### src/rtl/regbank_pkg.sv
// Shared defaults and types for the clocked register bank and its busy scoreboard.
package regbank_pkg;

    localparam int DATA_W_DEF = 32;
    localparam int ADDR_W_DEF = 4;
    localparam int DEPTH      = 2 ** ADDR_W_DEF;

    typedef logic [ADDR_W_DEF-1:0] reg_addr_t;
    typedef logic [DATA_W_DEF-1:0] reg_data_t;

endpackage

### src/rtl/regbank_scoreboard.sv
// Per-register busy scoreboard: reservation accept, release on writeback, flush, registered busy count.
// Optional REGBANK_R0_ZERO_EN: reservations of register 0 are acked but never mark it busy.
module regbank_scoreboard
    import regbank_pkg::*;
#(
    parameter int ADDR_W = ADDR_W_DEF
) (
    input  logic              clk,
    input  logic              rst,
    input  logic              wr_en,
    input  logic [ADDR_W-1:0] wr_addr,
    input  logic              rsv_en,
    input  logic [ADDR_W-1:0] rsv_addr,
    input  logic              flush,
    input  logic [ADDR_W-1:0] rd_addr_a,
    input  logic [ADDR_W-1:0] rd_addr_b,
    output logic              rsv_ack,
    output logic              busy_a,
    output logic              busy_b,
    output logic [ADDR_W:0]   busy_cnt
);

    localparam int N = 2 ** ADDR_W;

    logic [N-1:0]    busy_q;
    logic [N-1:0]    busy_d;
    logic [ADDR_W:0] cnt_d;
    logic            set_ok;

`ifdef REGBANK_R0_ZERO_EN
    assign set_ok = (rsv_addr != '0);
`else
    assign set_ok = 1'b1;
`endif

    // A writeback landing this cycle frees the register, so it may be re-reserved at once.
    assign rsv_ack = !rst && rsv_en && !flush &&
                     (!busy_q[rsv_addr] || (wr_en && (wr_addr == rsv_addr)));

    assign busy_a = busy_q[rd_addr_a] && !(wr_en && (wr_addr == rd_addr_a));
    assign busy_b = busy_q[rd_addr_b] && !(wr_en && (wr_addr == rd_addr_b));

    always_comb begin
        busy_d = busy_q;
        if (wr_en) begin
            busy_d[wr_addr] = 1'b0;
        end
        if (rsv_ack && set_ok) begin
            busy_d[rsv_addr] = 1'b1;
        end
        if (flush) begin
            busy_d = '0;
        end
        cnt_d = '0;
        for (int i = 0; i < N; i++) begin
            cnt_d = cnt_d + {{ADDR_W{1'b0}}, busy_d[i]};
        end
    end

    always_ff @(posedge clk or posedge rst) begin
        if (rst) begin
            busy_q   <= '0;
            busy_cnt <= '0;
        end else begin
            busy_q   <= busy_d;
            busy_cnt <= cnt_d;
        end
    end

endmodule

### src/rtl/register_bank_sb.sv
// Register bank: two async read ports with write-through forwarding, one sync write port, busy scoreboard.
// Optional REGBANK_R0_ZERO_EN hardwires register 0 to zero (writes and forwarding from address 0 dropped).
module register_bank_sb
    import regbank_pkg::*;
#(
    parameter int DATA_W = DATA_W_DEF,
    parameter int ADDR_W = ADDR_W_DEF
) (
    input  logic              CLK,
    input  logic              RESET,
    input  logic [ADDR_W-1:0] RA,
    input  logic [ADDR_W-1:0] RB,
    output logic [DATA_W-1:0] PRA,
    output logic [DATA_W-1:0] PRB,
    output logic              RA_BUSY,
    output logic              RB_BUSY,
    input  logic [ADDR_W-1:0] WC,
    input  logic [DATA_W-1:0] WPC,
    input  logic              W_RB,
    input  logic              RSV_EN,
    input  logic [ADDR_W-1:0] RSV_ADDR,
    output logic              RSV_ACK,
    input  logic              FLUSH,
    output logic [ADDR_W:0]   BUSY_CNT
);

    localparam int N = 2 ** ADDR_W;

    logic [DATA_W-1:0] mem [N];
    logic              wr_eff;
    logic              fwd_a;
    logic              fwd_b;
    logic              busy_a;
    logic              busy_b;

`ifdef REGBANK_R0_ZERO_EN
    assign wr_eff = W_RB && (WC != '0);
`else
    assign wr_eff = W_RB;
`endif

    always_ff @(posedge CLK or posedge RESET) begin
        if (RESET) begin
            for (int i = 0; i < N; i++) begin
                mem[i] <= '0;
            end
        end else if (wr_eff) begin
            mem[WC] <= WPC;
        end
    end

    assign fwd_a = wr_eff && (WC == RA);
    assign fwd_b = wr_eff && (WC == RB);

    // Forwarded write data is gated too, so reset drives all read data to zero.
    assign PRA = RESET ? '0 : (fwd_a ? WPC : mem[RA]);
    assign PRB = RESET ? '0 : (fwd_b ? WPC : mem[RB]);

    regbank_scoreboard #(
        .ADDR_W (ADDR_W)
    ) u_scoreboard (
        .clk       (CLK),
        .rst       (RESET),
        .wr_en     (wr_eff),
        .wr_addr   (WC),
        .rsv_en    (RSV_EN),
        .rsv_addr  (RSV_ADDR),
        .flush     (FLUSH),
        .rd_addr_a (RA),
        .rd_addr_b (RB),
        .rsv_ack   (RSV_ACK),
        .busy_a    (busy_a),
        .busy_b    (busy_b),
        .busy_cnt  (BUSY_CNT)
    );

    assign RA_BUSY = busy_a;
    assign RB_BUSY = busy_b;

endmodule

### config.mk
export PLATFORM = sky130hd
export DESIGN_NAME = register_bank_sb
export DESIGN_NICKNAME = d
export VERILOG_FILES = /design/src/rtl/regbank_pkg.sv /design/src/rtl/regbank_scoreboard.sv /design/src/rtl/register_bank_sb.sv
export SDC_FILE = /design/constraint.sdc
export NUM_CORES = 1
export LEC_CHECK = 0
export CAP_MARGIN = 20
export CORE_UTILIZATION = 35
export CTS_CLUSTER_DIAMETER = 150
export DETAILED_ROUTE_END_ITERATION = 10
export REMOVE_ABC_BUFFERS = 1
export SLEW_MARGIN = 20
export SYNTH_ARGS = -nofsm -noshare
export SYNTH_HDL_FRONTEND = slang
export SYNTH_SLANG_ARGS = --single-unit
### constraint.sdc
create_clock -name CLK -period 32.3 [get_ports CLK]
set_input_delay 8.075 -clock CLK [delete_from_list [all_inputs] [get_ports CLK]]
set_output_delay 8.075 -clock CLK [all_outputs]
set_load 0.05 [all_outputs]
==> reports/results.tsv <==
metric	value	unit
number of placement rows	105	
slew of the pin with the lowest slew margin	998	ps
layout cell share with drive strength beyond 1	47.6	%
CP Class	in -> out	
CTS Sinks	533	
Top Ports	125	
clk_skew	5.30	ps
clock slew at reported path FFs	60	ps
routed length on met3	4790	microns
total power	2.13	mW
Worst slew margin	33.5	%
Finished Layout Cells	3071	
Clk Tree Root Cell	clkbuf_16	
Main synth FF type	dfrtp_1	
RSZ-0062 raised after global routing	no	
hold crit path type	reg -> reg	
peak supply drop	0.0402	mV
hold-fix buffers at CTS	0	
hold path start	mem[412]	
WP data required	24230	ps
area used by multi-input combinational logic	14900	sq um
Setup crit start	WC[2]	
Final Max Slew Viols	0	
vias after detailed routing	18297	
PortBufs	124	
FILL cells	7470	
Final period util	61.7	%
minimum clock period	19930	ps
number of synthesized flops with an enable pin	0	
post-synthesis sequential area ratio	45.6	%
Cells after DPL	2962	
initial antenna violation count	2	
dpl hpwl	47600	microns
antenna diode instance count	0	
vias in the first global route	19884	
Synth Register Bits	533	
die footprint	84600	sq um
H-tree Lvls	2	
synthesized area	29200	sq um
met2 routed WL	43600	microns
GRT Util Overall	20.6	%
PwrDens	64.0	nW/um^2
First-pass DRT Iterations	5	
Core ar.	82400	sq um
Detailed Route Iter0 Violations	1268	
DRC Markers	0	
hold_ws	511	ps
Area Overhead vs Synth	13.7	%
Max Cap Viol	0	
TritonCTS buffer count	59	
Fmax achieved	50.2	MHz
gpl congestion	0.829	
clk_lat worst skew	620	ps
die extent in y	291	microns
CTS resizes	0	
static leakage	13.5	nW
register area	13300	sq um
# Post-CTS Setup Buffers	0	
Final ANT Viol Nets	0	
Top Metal Used	met5	
main area contributors after synthesis	dfrtp_1 (46%), mux4_2 (21%), mux2_2 (20%)	
Metal-1 WL	34800	microns
Async SR Flop Fraction	100	%
Synth top area share	45.6	%
Die Span X	291	microns
Yosys warning total	0	
initial core utilization	35.5	%
crit path DAT	11860	ps
Clock Path Buffers	3	
CTS tree	done	
# nets final	2021	
syn_area_per_cell	15.2	sq um
Synth area leader	dfrtp_1	
Post-Syn Instances	1922	
status	finished clean	
Setup crit start kind	input pin	
Critical R2R Launch	u_scoreboard.busy_q[0]	
largest fanout on the critical path	27	
vias per inst	5.96	
largest net degree at the start of global routing	99	
Post-Route Setup TNS	0	ps
grt total ovfl	0	
Final setup violation count	0	
crit end category	output pin	
drt wl/cell	28.2	microns
DRT Wirelength	86700	microns
final hold vios	0	
post-layout util	40.3	%
first-pass GRT wire length	130000	microns
Unique masters post-synth	42	
-- report_power, final --
| group | internal [mW] | switching (mW) |
|---|---|---|
| clock network | 0.411 | 0.278 |
| registers | 0.819 | 0.103 |
| logic | 0.297 | 0.220 |
-- cell usage in the layout, fill, tap and decap left out, types with 9 or more instances in the layout --
master | Yosys | layout
clkbuf_1 | 78 | 15
inv_1 | 17 | 16
clkdlybuf4s50_1 | 0 | 120
nand2b_1 | 13 | 12
mux2_2 | 510 | 510
mux4_2 | 271 | 271
a22o_1 | 64 | 64
clkinv_2 | 0 | 9
fa_1 | 10 | 10
dfrtp_1 | 533 | 533
clkbuf_8 | 0 | 19
xor2_1 | 9 | 9
a22oi_1 | 128 | 128
clkbuf_16 | 0 | 60
buf_4 | 26 | 43
nand2_1 | 71 | 70
-- metal layers --
layer	vias up	track usage (%)
li1	7612	-
met1	9920	25.8
met2	571	35.3
met3	190	3.89
met4	4	8.12
met5	-	0
-- worst paths after layout --
path / endpoint / slack (ps) / depth (start not counted)
min: mem[412] / 510 / 1
max: PRA[14] / 12370 / 7
max in group asynchronous: mem[79] / 20920 / 5
max reg2reg: u_scoreboard.busy_cnt[4] / 27170 / 15
min reg2reg: mem[412] / 510 / 1
min in group asynchronous: u_scoreboard.busy_q[2] / 8190 / 2
-- worst max-delay path, stage by stage --
cell,delay (ps)
clkdlybuf4s50_1,890
xor2_1,140
nor4_1,740
and3_2,390
buf_4,540
a22o_1,250
clkdlybuf4s50_1,800
-- cell families after synthesis --
| group | after synthesis | synth area share (%) |
|---|---|---|
| multiplexers | 783 | 40.6 |
| flip-flops | 533 | 45.6 |
| AO/OA/AOI/OAI | 229 | 6.25 |
| buffers and inverters | 216 | 3.93 |
| AND/OR/NAND/NOR | 132 | 2.23 |
| adder cells (fa/ha/maj) | 15 | 0.899 |
| XOR/XNOR | 14 | 0.420 |
-- metrics by stage --
step           worst slack, ps  cell area [sq um]
3_5_place_dp             12330              31200
4_1_cts                  12310              33200
3_3_place_gp             12370              31200
5_1_grt                  12170              33200
2_1_floorplan             2770              28100
6_report                 12370              33200
-- layout make-up --
type | instances | area share [%]
clock buffer | 92 | 5.39
clock inverter | 17 | 0.621
inverter | 17 | 0.215
timing repair buffer | 169 | 4.80
multi-input combinational | 1173 | 44.8
sequential | 533 | 40.1
tap | 1070 | 4.03
-- synth_stat cells, drive strengths merged, types with 10 or more instances --
library cell / n
dfrtp: 533
mux2: 512
mux4: 271
a22oi: 128
buf: 121
clkbuf: 78
nand2: 71
a22o: 64
inv: 17
nand2b: 13
fa: 10
nor2: 10
-- registers in the layout, summed over array words and instances (netlist names) --
| name | cells |
|---|---|
| mem | 512 |
| u_scoreboard.busy_cnt | 5 |
| u_scoreboard.busy_q | 16 |
(Power assumes the default switching activity.)
